$ cat src/rtl/shift_add_mult8_pkg.sv
// Shared definitions for the shift-and-add multiplier: operand width,
// iteration count and the controller state encoding.
package shift_add_mult8_pkg;

  localparam int MUL_W     = 8;
  localparam int MUL_ITERS = 8;

  localparam logic [2:0] CNT_LAST = 3'(MUL_ITERS - 1);

  typedef enum logic [1:0] {
    ST_IDLE = 2'd0,
    ST_RUN  = 2'd1,
    ST_DONE = 2'd2
  } state_t;

endpackage

$ cat src/rtl/shift_add_mult8_cla.sv
// eightbitCLA: 8-bit carry-lookahead adder built from two 4-bit lookahead
// groups; the high group's carry-in is the low group's carry-out.
//   A, B      : 8-bit addends
//   Carryin   : carry into bit 0
//   Sum       : 8-bit sum
//   Carryout  : carry out of bit 7
module eightbitCLA (
  input  logic [7:0] A,
  input  logic [7:0] B,
  input  logic       Carryin,
  output logic [7:0] Sum,
  output logic       Carryout
);

  // Returns {c4,c3,c2,c1,c0}; every carry is a flat sum of products of g/p.
  function automatic logic [4:0] cla4(input logic [3:0] g, input logic [3:0] p,
                                      input logic c0);
    logic [4:0] c;
    c[0] = c0;
    c[1] = g[0] | (p[0] & c0);
    c[2] = g[1] | (p[1] & g[0]) | (p[1] & p[0] & c0);
    c[3] = g[2] | (p[2] & g[1]) | (p[2] & p[1] & g[0]) | (p[2] & p[1] & p[0] & c0);
    c[4] = g[3] | (p[3] & g[2]) | (p[3] & p[2] & g[1]) | (p[3] & p[2] & p[1] & g[0])
         | (p[3] & p[2] & p[1] & p[0] & c0);
    return c;
  endfunction

  logic [7:0] w_g;
  logic [7:0] w_p;
  logic [4:0] w_c_lo;
  logic [4:0] w_c_hi;

  assign w_g    = A & B;
  assign w_p    = A ^ B;
  assign w_c_lo = cla4(w_g[3:0], w_p[3:0], Carryin);
  assign w_c_hi = cla4(w_g[7:4], w_p[7:4], w_c_lo[4]);

  assign Sum      = w_p ^ {w_c_hi[3:0], w_c_lo[3:0]};
  assign Carryout = w_c_hi[4];

endmodule

$ cat src/rtl/shift_add_mult8.sv
// shift_add_mult8: sequential 8x8 unsigned multiplier, one shift-and-add
// iteration per cycle through an 8-bit carry-lookahead adder.
//   clk          : rising-edge clock
//   rst_n        : synchronous active-low reset (aborts any operation)
//   start        : request; honoured only in IDLE or DONE
//   multiplicand : operand A, captured on accept
//   multiplier   : operand B, captured on accept
//   busy         : high while iterating
//   done         : one-cycle pulse when product updates
//   product      : A*B of the last completed operation
//
// state   | meaning
// IDLE    | waiting for start
// RUN     | one shift-and-add per cycle, 8 cycles
// DONE    | product just updated; start here chains the next operation
module shift_add_mult8
  import shift_add_mult8_pkg::*;
(
  input  logic               clk,
  input  logic               rst_n,
  input  logic               start,
  input  logic [MUL_W-1:0]   multiplicand,
  input  logic [MUL_W-1:0]   multiplier,
  output logic               busy,
  output logic               done,
  output logic [2*MUL_W-1:0] product
);

  state_t             r_state;
  state_t             w_state_nxt;
  logic [MUL_W-1:0]   r_acc_hi;
  logic [MUL_W-1:0]   r_acc_lo;
  logic [MUL_W-1:0]   r_mcand;
  logic [2:0]         r_cnt;
  logic [2*MUL_W-1:0] r_product;

  logic [MUL_W-1:0]   w_sum;
  logic               w_cout;
  logic               w_accept;
  logic               w_last;
  logic [2*MUL_W-1:0] w_shifted;

  eightbitCLA u_cla (
    .A        (r_acc_hi),
    .B        (r_mcand),
    .Carryin  (1'b0),
    .Sum      (w_sum),
    .Carryout (w_cout)
  );

  // 17-bit right shift of {carry, acc_hi, acc_lo}; the add's carry lands in bit 15.
  assign w_shifted = r_acc_lo[0] ? {w_cout, w_sum, r_acc_lo[MUL_W-1:1]}
                                 : {1'b0, r_acc_hi, r_acc_lo[MUL_W-1:1]};

  always_ff @(posedge clk) begin
    if (!rst_n) r_state <= ST_IDLE;
    else        r_state <= w_state_nxt;
  end

  always_comb begin
    w_state_nxt = r_state;
    w_accept    = 1'b0;
    w_last      = 1'b0;
    case (r_state)
      ST_IDLE, ST_DONE: begin
        if (start) begin
          w_state_nxt = ST_RUN;
          w_accept    = 1'b1;
        end else begin
          w_state_nxt = ST_IDLE;
        end
      end
      ST_RUN: begin
        if (r_cnt == CNT_LAST) begin
          w_state_nxt = ST_DONE;
          w_last      = 1'b1;
        end
      end
      default: w_state_nxt = ST_IDLE;
    endcase
  end

  always_ff @(posedge clk) begin
    if (!rst_n) begin
      r_acc_hi  <= '0;
      r_acc_lo  <= '0;
      r_mcand   <= '0;
      r_cnt     <= '0;
      r_product <= '0;
    end else if (w_accept) begin
      r_mcand  <= multiplicand;
      r_acc_hi <= '0;
      r_acc_lo <= multiplier;
      r_cnt    <= '0;
    end else if (r_state == ST_RUN) begin
      {r_acc_hi, r_acc_lo} <= w_shifted;
      r_cnt                <= r_cnt + 3'd1;
      if (w_last) r_product <= w_shifted;
    end
  end

  assign busy    = (r_state == ST_RUN);
  assign done    = (r_state == ST_DONE);
  assign product = r_product;

endmodule

$ cat config.mk
export PLATFORM = sky130hd
export DESIGN_NAME = shift_add_mult8
export DESIGN_NICKNAME = d
export VERILOG_FILES = /design/src/rtl/shift_add_mult8_pkg.sv /design/src/rtl/shift_add_mult8_cla.sv /design/src/rtl/shift_add_mult8.sv
export SDC_FILE = /design/constraint.sdc
export NUM_CORES = 1
export LEC_CHECK = 0
export CAP_MARGIN = 15
export CORE_ASPECT_RATIO = 1.4
export CORE_MARGIN = 2
export CORE_UTILIZATION = 52
export CTS_CLUSTER_SIZE = 28
export DETAILED_ROUTE_END_ITERATION = 6
export HOLD_SLACK_MARGIN = 0.08
export PLACE_DENSITY_LB_ADDON = 0.3
export SYNTH_ARGS = -nofsm -noshare
export SYNTH_HDL_FRONTEND = slang
export SYNTH_HIERARCHICAL = 1
export SYNTH_SLANG_ARGS = --single-unit
$ cat constraint.sdc
create_clock -name clk -period 2.85 [get_ports clk]
set_clock_uncertainty 0.05 [all_clocks]
set_input_delay 0.57 -clock clk [delete_from_list [all_inputs] [get_ports clk]]
set_output_delay 0.57 -clock clk [all_outputs]
set_load 0.01 [all_outputs]
; Yosys cells after proc, flatten, opt, wreduce, memory -nomap -nowiden
; Index checks and enable logic that the tools add are counted.
[totals]
regBits = 45
inputBits = 19
out_inout_bits = 18
elab_cells = 72
[op_classes]
addsub = 1
eq_ne = 4
n_mux = 10
n_bitwise = 46
n_reduce_logical = 5
[ops]
columns = operator, count
row1 = bitwise AND 1 bit, 25
row2 = two-way mux 16 bit, 1
row3 = two-way mux 8 bit, 2
row4 = bitwise OR 1 bit, 16
row5 = XOR 8 bit, 2
row6 = bitwise AND 8 bit, 1
row7 = two-way mux 1 bit, 5
row8 = case mux 2 bit (2 select lines), 1
row9 = OR reduction 2 bit, 2
row10 = adder 3 x 1 -> 3 bit (second input constant), 1
row11 = == test 3 bit (second input constant), 1
row12 = AND reduction 3 bit, 1
row13 = == test 2 x 1 -> 1 bit (second input constant), 1
row14 = == test 2 bit (second input constant), 1
row15 = zero test 2 bit, 1
row16 = two-way mux 2 bit, 1
row17 = != test 2 x 1 -> 1 bit (second input constant), 1
row18 = NOT 1 bit, 2
row19 = nonzero test 2 bit, 1

; Logic depth before layout (Yosys ltp)
; Gate-level depths: netlist of run 1.
[depth]
depth_word = 11
depth_mapped = 8
ltp_nobuf = 8

; Modules after synthesis
; The synthesis of run 1 kept the hierarchy.
[by_module_without_submodules]
columns = module, instances, cells_per_inst, area_per_inst_um2, seq_area_each_um2
row1 = shift_add_mult8, 1, 196, 1858.0, 900.9
row2 = eightbitCLA, 1, 37, 312.8, 0.0

; Worst setup path before layout of run 1
; No wires, ideal clock.
[synth_path]
path_kind = register to register
startpoint = reg r_acc_hi[3]
endpoint = reg r_product[12], in the netlist product[12]
setup_ps = 116
arrival_ps = 1809
required_time_ps = 2684
slack_ps = 875
path_stages_with_launch = 9
n_path_buf = 0
period_less_slack_ps = 1975
path_cell_list = dfxtp_1 > ha_1 > nand3_1 > o2111ai_2 > fa_1 > xor2_1 > mux2i_1 > nand2_1 > o211a_1
[synth_between]
elab_chain_len = 9
elab_cells_between_ends = 14
classes_between = mux (1) / bitwise (13)
[synth_rtl]
columns = item, line_no
row1 = "start, declared", shift_add_mult8.sv:31  ; logic [MUL_W-1:0] r_acc_hi;
row2 = "start signal, assigned", shift_add_mult8.sv:96  ; {r_acc_hi, r_acc_lo} <= w_shifted;
row3 = XOR 8 bit, shift_add_mult8_cla.sv:34  ; assign w_p = A ^ B;
row4 = bitwise AND 1 bit, shift_add_mult8_cla.sv:23  ; c[4] = g[3] | (p[3] & g[2]) | (p[3] & p[2] & g[1]) | (p[3] & p[2] & p[1] & g[0])
row5 = "bitwise OR 1 bit, or another cell as far along", shift_add_mult8_cla.sv:23
row6 = bitwise OR 1 bit / bitwise AND 1 bit (equally long branches), shift_add_mult8_cla.sv:23
row7 = bitwise OR 1 bit *, shift_add_mult8_cla.sv:23
row8 = bitwise AND 1 bit *, shift_add_mult8_cla.sv:20  ; c[1] = g[0] | (p[0] & c0);
row9 = bitwise OR 1 bit *, shift_add_mult8_cla.sv:20
row10 = XOR 8 bit *, shift_add_mult8_cla.sv:38  ; assign Sum = w_p ^ {w_c_hi[3:0], w_c_lo[3:0]};
row11 = net w_sum[5], shift_add_mult8.sv:37  ; logic [MUL_W-1:0] w_sum;
row12 = two-way mux 16 bit *, shift_add_mult8.sv:52  ; assign w_shifted = r_acc_lo[0] ? {w_cout, w_sum, r_acc_lo[MUL_W-1:1]}
row13 = "end signal, assigned", shift_add_mult8.sv:98  ; if (w_last) r_product <= w_shifted;
row14 = "end, declared", shift_add_mult8.sv:35  ; logic [2*MUL_W-1:0] r_product;
; The timed path passes the listed nets; every way through them passes the cells marked *.
; A chain may end at the register's enable or synchronous reset.

; Worst setup path in the final report of run 1
[layout_path]
startpoint = reg r_state[0]
endpoint = out busy
[layout_between]
elab_chain_len = 1
[layout_rtl]
columns = item, line_no
row1 = "start, declared", shift_add_mult8.sv:29  ; state_t r_state;
row2 = "start signal, assigned", shift_add_mult8.sv:57  ; else r_state <= w_state_nxt;
row3 = == test 2 x 1 -> 1 bit, shift_add_mult8.sv:102  ; assign busy = (r_state == ST_RUN);
row4 = "end, declared", shift_add_mult8.sv:24  ; output logic busy,
; Every way passes these cells.

==> results of run 1 <==
==> layer usage <==
layer	part of all wire, %	wire (um)
met2	51	2210
met3	4.2	184
met5	0	0
met1	43	1860
met4	1.8	78
==> cell usage after synthesis <==
| cell type | count |
|---|---|
| a21boi_1 | 3 |
| nand3_1 | 11 |
| o2111ai_2 | 1 |
| a211oi_2 | 6 |
| nand3b_1 | 1 |
| o211a_1 | 9 |
| nor2_1 | 9 |
| buf_6 | 2 |
| fa_1 | 2 |
| mux2i_1 | 8 |
| clkbuf_1 | 3 |
| nand2_1 | 49 |
| buf_4 | 6 |
| a21boi_0 | 20 |
| nand2_2 | 1 |
| xor2_1 | 3 |
| conb_1 | 1 |
| a211oi_1 | 1 |
| nand2b_1 | 2 |
| a21oi_2 | 1 |
| nor2b_1 | 2 |
| and2_1 | 2 |
| a21oi_1 | 4 |
| inv_1 | 5 |
| buf_2 | 4 |
| a32o_1 | 1 |
| inv_2 | 1 |
| o21ai_0 | 3 |
| a31oi_1 | 1 |
| o31ai_2 | 1 |
| clkbuf_2 | 1 |
| dfxtp_1 | 45 |
| ha_1 | 10 |
| o21bai_1 | 2 |
| a22oi_1 | 7 |
| xnor2_1 | 4 |
| and3b_1 | 1 |
==> path summary, 6_finish.rpt <==
check,from,cells past startpoint,slack (ns),endpoint
worst max-delay path,r_state[0],3,0.55,busy
worst min-delay path,product[3],2,0.41,product[3]
worst max register to register,r_acc_hi[2],8,0.69,product[12]
worst min register to register,product[3],2,0.41,product[3]
==> sequential cells by signal (all words and copies together), names as in the netlist <==
name and flops:
r_mcand 8, r_acc_lo 8, r_state 2, r_acc_hi 8, product 16, r_cnt 3
==> power breakdown <==
group	leakage [uW]	switching (uW)	internal, uW
Sequential	0.000366	23.1	652
Clock	0.0000585	215	286
Combinational	0.000674	85.0	77.1
==> cell type report <==
cell class	count	area (sq um)
clock buffers	7	86.3
clock inverters	1	30.0
fillers	335	1350
inverters	6	22.5
multi-input cells	167	1150
flip-flops and latches	45	901
well taps	43	53.8
repair buffers	41	398
==> stage by stage <==
step	cells	setup WS (ns)	hold slack [ns]	area (sq um)
2_1_floorplan	234	0.875	0.390	2170
3_3_place_gp	302	0.770	0.395	2520
3_5_place_dp	302	0.741	0.403	2520
4_1_cts	310	0.525	0.415	2640
5_1_grt	310	0.394	0.443	2640
6_report	310	0.546	0.411	2640
==> worst register-to-register path, cell delays in order, from the launching register on <==
cell and delay [ns]:
dfxtp_1 0.34, ha_1 0.37, nand3_1 0.13, o2111ai_2 0.18, fa_1 0.41, xor2_1 0.15
mux2i_1 0.21, nand2_1 0.08, o211a_1 0.13
==> cells by family after synthesis <==
group,after synthesis,share of synthesized area [%]
other,1,0.173
AND/OR/NAND/NOR,78,15.3
XOR/XNOR,7,2.82
flip-flops,45,41.5
adder cells (fa/ha/maj),12,7.61
AO/OA/AOI/OAI,60,23.1
multiplexers,8,3.69
buffers and inverters,22,5.82
==> impl_results.md, run 1 <==
* Status: complete, but fails checks
* Failing checks: design-rule violations
* Fin crit period at roughly 2.3 ns
* Core Util, Final at around 66%
* Tot Pwr at 1340 uW
* Slowest stage cell on the critical path: clkdlybuf4s50_1
* Vias post-DR at 1690
* Antenna Cells at 0
* Fin. Hold Viols at 0
* Global-route usage over all layers at 20.2%
* CTS Buffer Depth at 2
* Core Region at between 3000 and 4000 sq um
* DR pass1 iterations at 6
* RSZ-0062 raised after global routing: false
* Hold Crit Class: flop to flop
* Pleak at roughly 0.0011 uW
* Remaining DRCs at 5
* Most common cell after layout, fill and taps aside: nand2_1
* WS Path Type: flop to output pin
* Area Overhead vs Synth at 21.6%
* Gr busiest metal: met2
* Finish-stage setup viols at 0
* Synth top area cells: dfxtp_1 41%, nand2_1 8.5%, a21boi_0 6.9%, ha_1 5.8%, o211a_1 4.1%
* Max VDD drop at 0.498 mV
* Via density per instance at between 5 and 6
* Share of the synthesized area in the top cell type at 41.5%
* CTS H-tree lvls at 2
* Max Fclk at 0.434 GHz
* Fin crit share at 80.9%
* Sequential share of the synthesized area at 41.5%
* #FFs+latches synth at 45
* Post-Syn Area at 2170 sq um
* DIE AREA at roughly 4700 sq um
* Worst-Skew Late Latency at approximately 0.3 ns
* # IOs at 37
* Clock Sinks at 45
* Routed wire per std cell at around 14 um
* Distinct cells, synth at 37
* Remaining antenna violation count after routing at 0
* Largest net degree at the start of global routing at 37
* Worst-margin pin slew at between 0.5 and 0.6 ns
* Critical path peak fanout at 12
* Worst slew margin at around 60%
* Row count at 27
* Global Route met1 Usage at between 20% and 30%
* Port bufs at 36
* Worst setup SP type: flop
* CTS tree: built
* Bufs and invs on worst path at 2
* Worst-path clk slew at 0.08 ns
* First-pass GRT wire length at a little over 7 mm
* Most frequent cells in the layout: 49 x nand2_1, 45 x dfxtp_1, 36 x clkdlybuf4s50_1
* DR iter-0 viols at 76
* Setup crit end kind: output pin
* Crit-path cells: nand2b_1 -> inv_2 -> clkdlybuf4s50_1
* CP delay by family, top: buffers and inverters
* Syn Area/Cell at about 9.3 sq um
* Post-CTS Resized at 0
* Slew Limit Fails at 0
* CTS Hold Bufs at 0
* YS warnings at 6
* WL final at about 4.3 mm
* Root Driver: clkbuf_8
* Post-CTS setup buffer count at 0
* Cells after synthesis at about 230
* Final nets at between 200 and 300
* Share of cells above drive strength 1 at between 8 and 9%
* DIE HEIGHT at between 80 and 90 um
* Die Span X at 58.6 um
* Largest stage delay, worst path at approximately 0.55 ns
* Final RePlAce weighted congestion at 0.845
* GRT met3 Usage at a little under 6%
* GR Overflow Total at 0
* Area leader, netlist: dfxtp_1
* TritonCTS buffer count at 5
* Critical Path AT at approximately 1.7 ns
* Max_cap viols at 0
* Sum Neg Setup Slack at 0 ns
* Vias in the first global route at about 1.5k
* GR met2 Demand/Resource at a little over a third
* Dpl hpwl at 2.94 mm
* Initial antenna violation count at 0
* Worst endpoint required time at between 2 and 2.5 ns
* Initial Utilization at 54.5%
* P per Cell Area at 507 nW/um^2
(Power assumes the default switching activity.)
==> inputs of run 2 (changes only) <==
--- a/config.mk
+++ b/config.mk
@@ -8,7 +8,7 @@
 export CAP_MARGIN = 15
 export CORE_ASPECT_RATIO = 1.4
 export CORE_MARGIN = 2
-export CORE_UTILIZATION = 52
+export CORE_UTILIZATION = 47
 export CTS_CLUSTER_SIZE = 28
 export DETAILED_ROUTE_END_ITERATION = 6
 export HOLD_SLACK_MARGIN = 0.08
==> constraint.sdc (replaced) <==
create_clock -name clk -period 2.12 [get_ports clk]
set_clock_uncertainty 0.05 [all_clocks]
set_input_delay 0.424 -clock clk [delete_from_list [all_inputs] [get_ports clk]]
set_output_delay 0.424 -clock clk [all_outputs]
set_load 0.01 [all_outputs]
==> run 2 against run 1 <==
Effect of this change: the flow now finishes without violations; largest cell class unchanged; worst hold slack lost 0.0045 ns; non-clock buffer count grew 6; setup slack lost 0.45 ns; combinational power grew 54%.
==> impl_results.md, run 2 (synthesis results as in run 1) <==
* CTS Buffer Depth at 2 (unchanged)
* Fin. Hold Viols at 0 (unchanged)
* CTS tree: built
* Initial antenna violation count at 0 (unchanged)
* Max reg flops at 16 (unchanged)
* Critical path peak fanout at 4 (-8)
* Top sig layer: met4
* Most common cell after layout, fill and taps aside: nand2_1
* Fillers at 408 (+22%)
* TritonCTS buffer count at 5 (unchanged)
* Worst-Skew Late Latency at 0.29 ns (about the same)
* Max VDD drop at 0.406 mV (-19%)
* Antenna Cells at 0 (unchanged)
* Largest net degree at the start of global routing at 28 (-24%)
* WL met1 at 1.97 mm (+6.0%)
* Remaining DRCs at 0 (-5)
* WL final at 4.62 mm (+6.6%)
* Worst endpoint required time at 2.26 ns (+0.03 ns)
* FF+latch area at 913 sq um (+1.4%)
* Worst setup SP type: flop
* Slowest stage cell on the critical path: fa_2
* Sum Neg Setup Slack at 0 ns (unchanged)
* Port bufs at 36 (unchanged)
* Tot Pwr at 1910 uW (+43%)
* Clock Sinks at 45 (unchanged)
* DR WL met2 at 2.41 mm (+9.1%)
* Routed wire per std cell at 13.8 um (-1.4%)
* Final nets at 303 (+2.0%)
* Die Span X at 61.4 um (+4.8%)
* WS Path Type: flop to flop
* Most frequent cells in the layout: 49 x nand2_1, 39 x dfxtp_1, 36 x clkdlybuf4s50_1
* Max Fclk at around 0.49 GHz
* Status: finished clean
* Via density per instance at 5.14 (-5.7%)
* Global-route usage over all layers at 18.9% (-1.2 points)
* DR iter-0 viols at 87 (+14%)
* Dpl hpwl at 3.17 mm (+7.9%)
* First-pass GRT wire length at 7.65 mm (+7.0%)
* Setup crit end kind: flop
* DR pass1 iterations at 4 (-2)
* Root Driver: clkbuf_8
* RSZ-0062 raised after global routing: true
* Row count at 29 (+7.4%)
* Initial Utilization at 48.2% (-6.2 points)
* Final RePlAce weighted congestion at 0.859 (+1.6%)
* Area Overhead vs Synth at 29.3%
* Area of the multi-input gates at 1220 sq um (+6.1%)
* Core Region at 4500 sq um (+13%)
* Pleak at 0.00113 uW (+2.8%)
* Finish-stage setup viols at 0 (unchanged)
* DIE HEIGHT at 84.4 um (+4.9%)
* Worst-path clk slew at 0.08 ns (about the same)
* WL met3 at 124 um (-33%)
* Vias in the first global route at 1770 (+15%)
* Slew Limit Fails at 0 (unchanged)
* Critical Path AT at 2.17 ns (+0.49 ns)
* GR Overflow Total at 0 (unchanged)
* Crit-path cells: ha_4 -> nand3_4 -> o2111ai_4 -> fa_2 -> mux2i_2 -> nand2_1 -> o211a_1
* Hold Crit Class: flop to flop
* # IOs at 37 (unchanged)
* Max_cap viols at 0 (unchanged)
* Share of cells above drive strength 1 at 15.8% (+7.1 points)
* Fin crit share at between 90% and 100%
* Largest stage delay, worst path at 0.48 ns (-0.07 ns)
* Fin crit period at between 2 and 2.5 ns
* Remaining antenna violation count after routing at 0 (unchanged)
* P per Cell Area at 682 nW/um^2 (+34%)
* Bufs and invs on worst path at 0 (-2)
* DIE AREA at 5190 sq um (+10%)
* Vias post-DR at 1723 (+2.0%)
* CP delay by family, top: adder cells
* CTS H-tree lvls at 2 (unchanged)
## run 2: changes by cell type in the layout (fill, tap and decap cells not counted), sizes merged
cell	delta
bufinv	+1
clkbuf	-2
buf	+6
clkinv	+1
## run 2: worst min-delay path: cells and delay by family, from the launching register on
kind,cells,cell delay (ns)
flip-flops,1,0.32
AND/OR/NAND/NOR,1,0.05
AO/OA/AOI/OAI,1,0.05
## run 2: metrics by stage
stage	area (sq um)	instances	hold slack [ns]	setup WS [ns]	util, %
5_1_grt	2810	335	0.438	-0.00911	62.4
6_report	2810	335	0.406	0.0959	62.4
3_3_place_gp	2580	326	0.395	0.0516	57.4
4_1_cts	2730	334	0.409	-0.0105	60.7
2_1_floorplan	2170	234	0.390	0.145	-
3_5_place_dp	2580	326	0.397	-0.00111	57.4
## run 2: worst paths after layout
path               startpoint           to  slack [ns]  cells after the start
setup / recovery  r_acc_hi[2]  product[11]         0.1                      7
hold / removal     product[5]   product[5]        0.41                      2
setup reg to reg  r_acc_hi[2]  product[11]         0.1                      7
hold reg to reg    product[5]   product[5]        0.41                      2
## run 2: repair_timing
item | in CTS | in global routing
setup buffers | 0 | 1
endpoints found under the setup margin | 1 | 5
pin swaps | 0 | 5
endpoints found under the hold margin | 0 | 0
hold buffers | 0 | 0
resized for setup | 1 | 16
cloned | 0 | 0
## run 2: power breakdown
part	leakage, uW	switching, uW	internal (uW)
Sequential	0.000369	32.3	876
Combinational	0.000691	127	123
Clock	0.0000681	288	468
Total	0.00113	447	1470
## run 2: metal layers
| layer | GRT usage [%] | vias to the layer above |
|---|---|---|
| met2 | 32.0 | 34 |
| met5 | 0 | - |
| met1 | 22.9 | 805 |
| met4 | 7.35 | 0 |
| met3 | 3.54 | 8 |
| li1 | - | 876 |
## run 2: layout make-up
cell class                      instances  area share [%]
Clock buffer                            5            2.45
Sequential cell                        45            32.5
Multi-Input combinational cell        167            43.4
Inverter                                6           0.802
Tap cell                               62            2.76
Clock inverter                          3            2.32
Timing Repair Buffer                   47            15.8
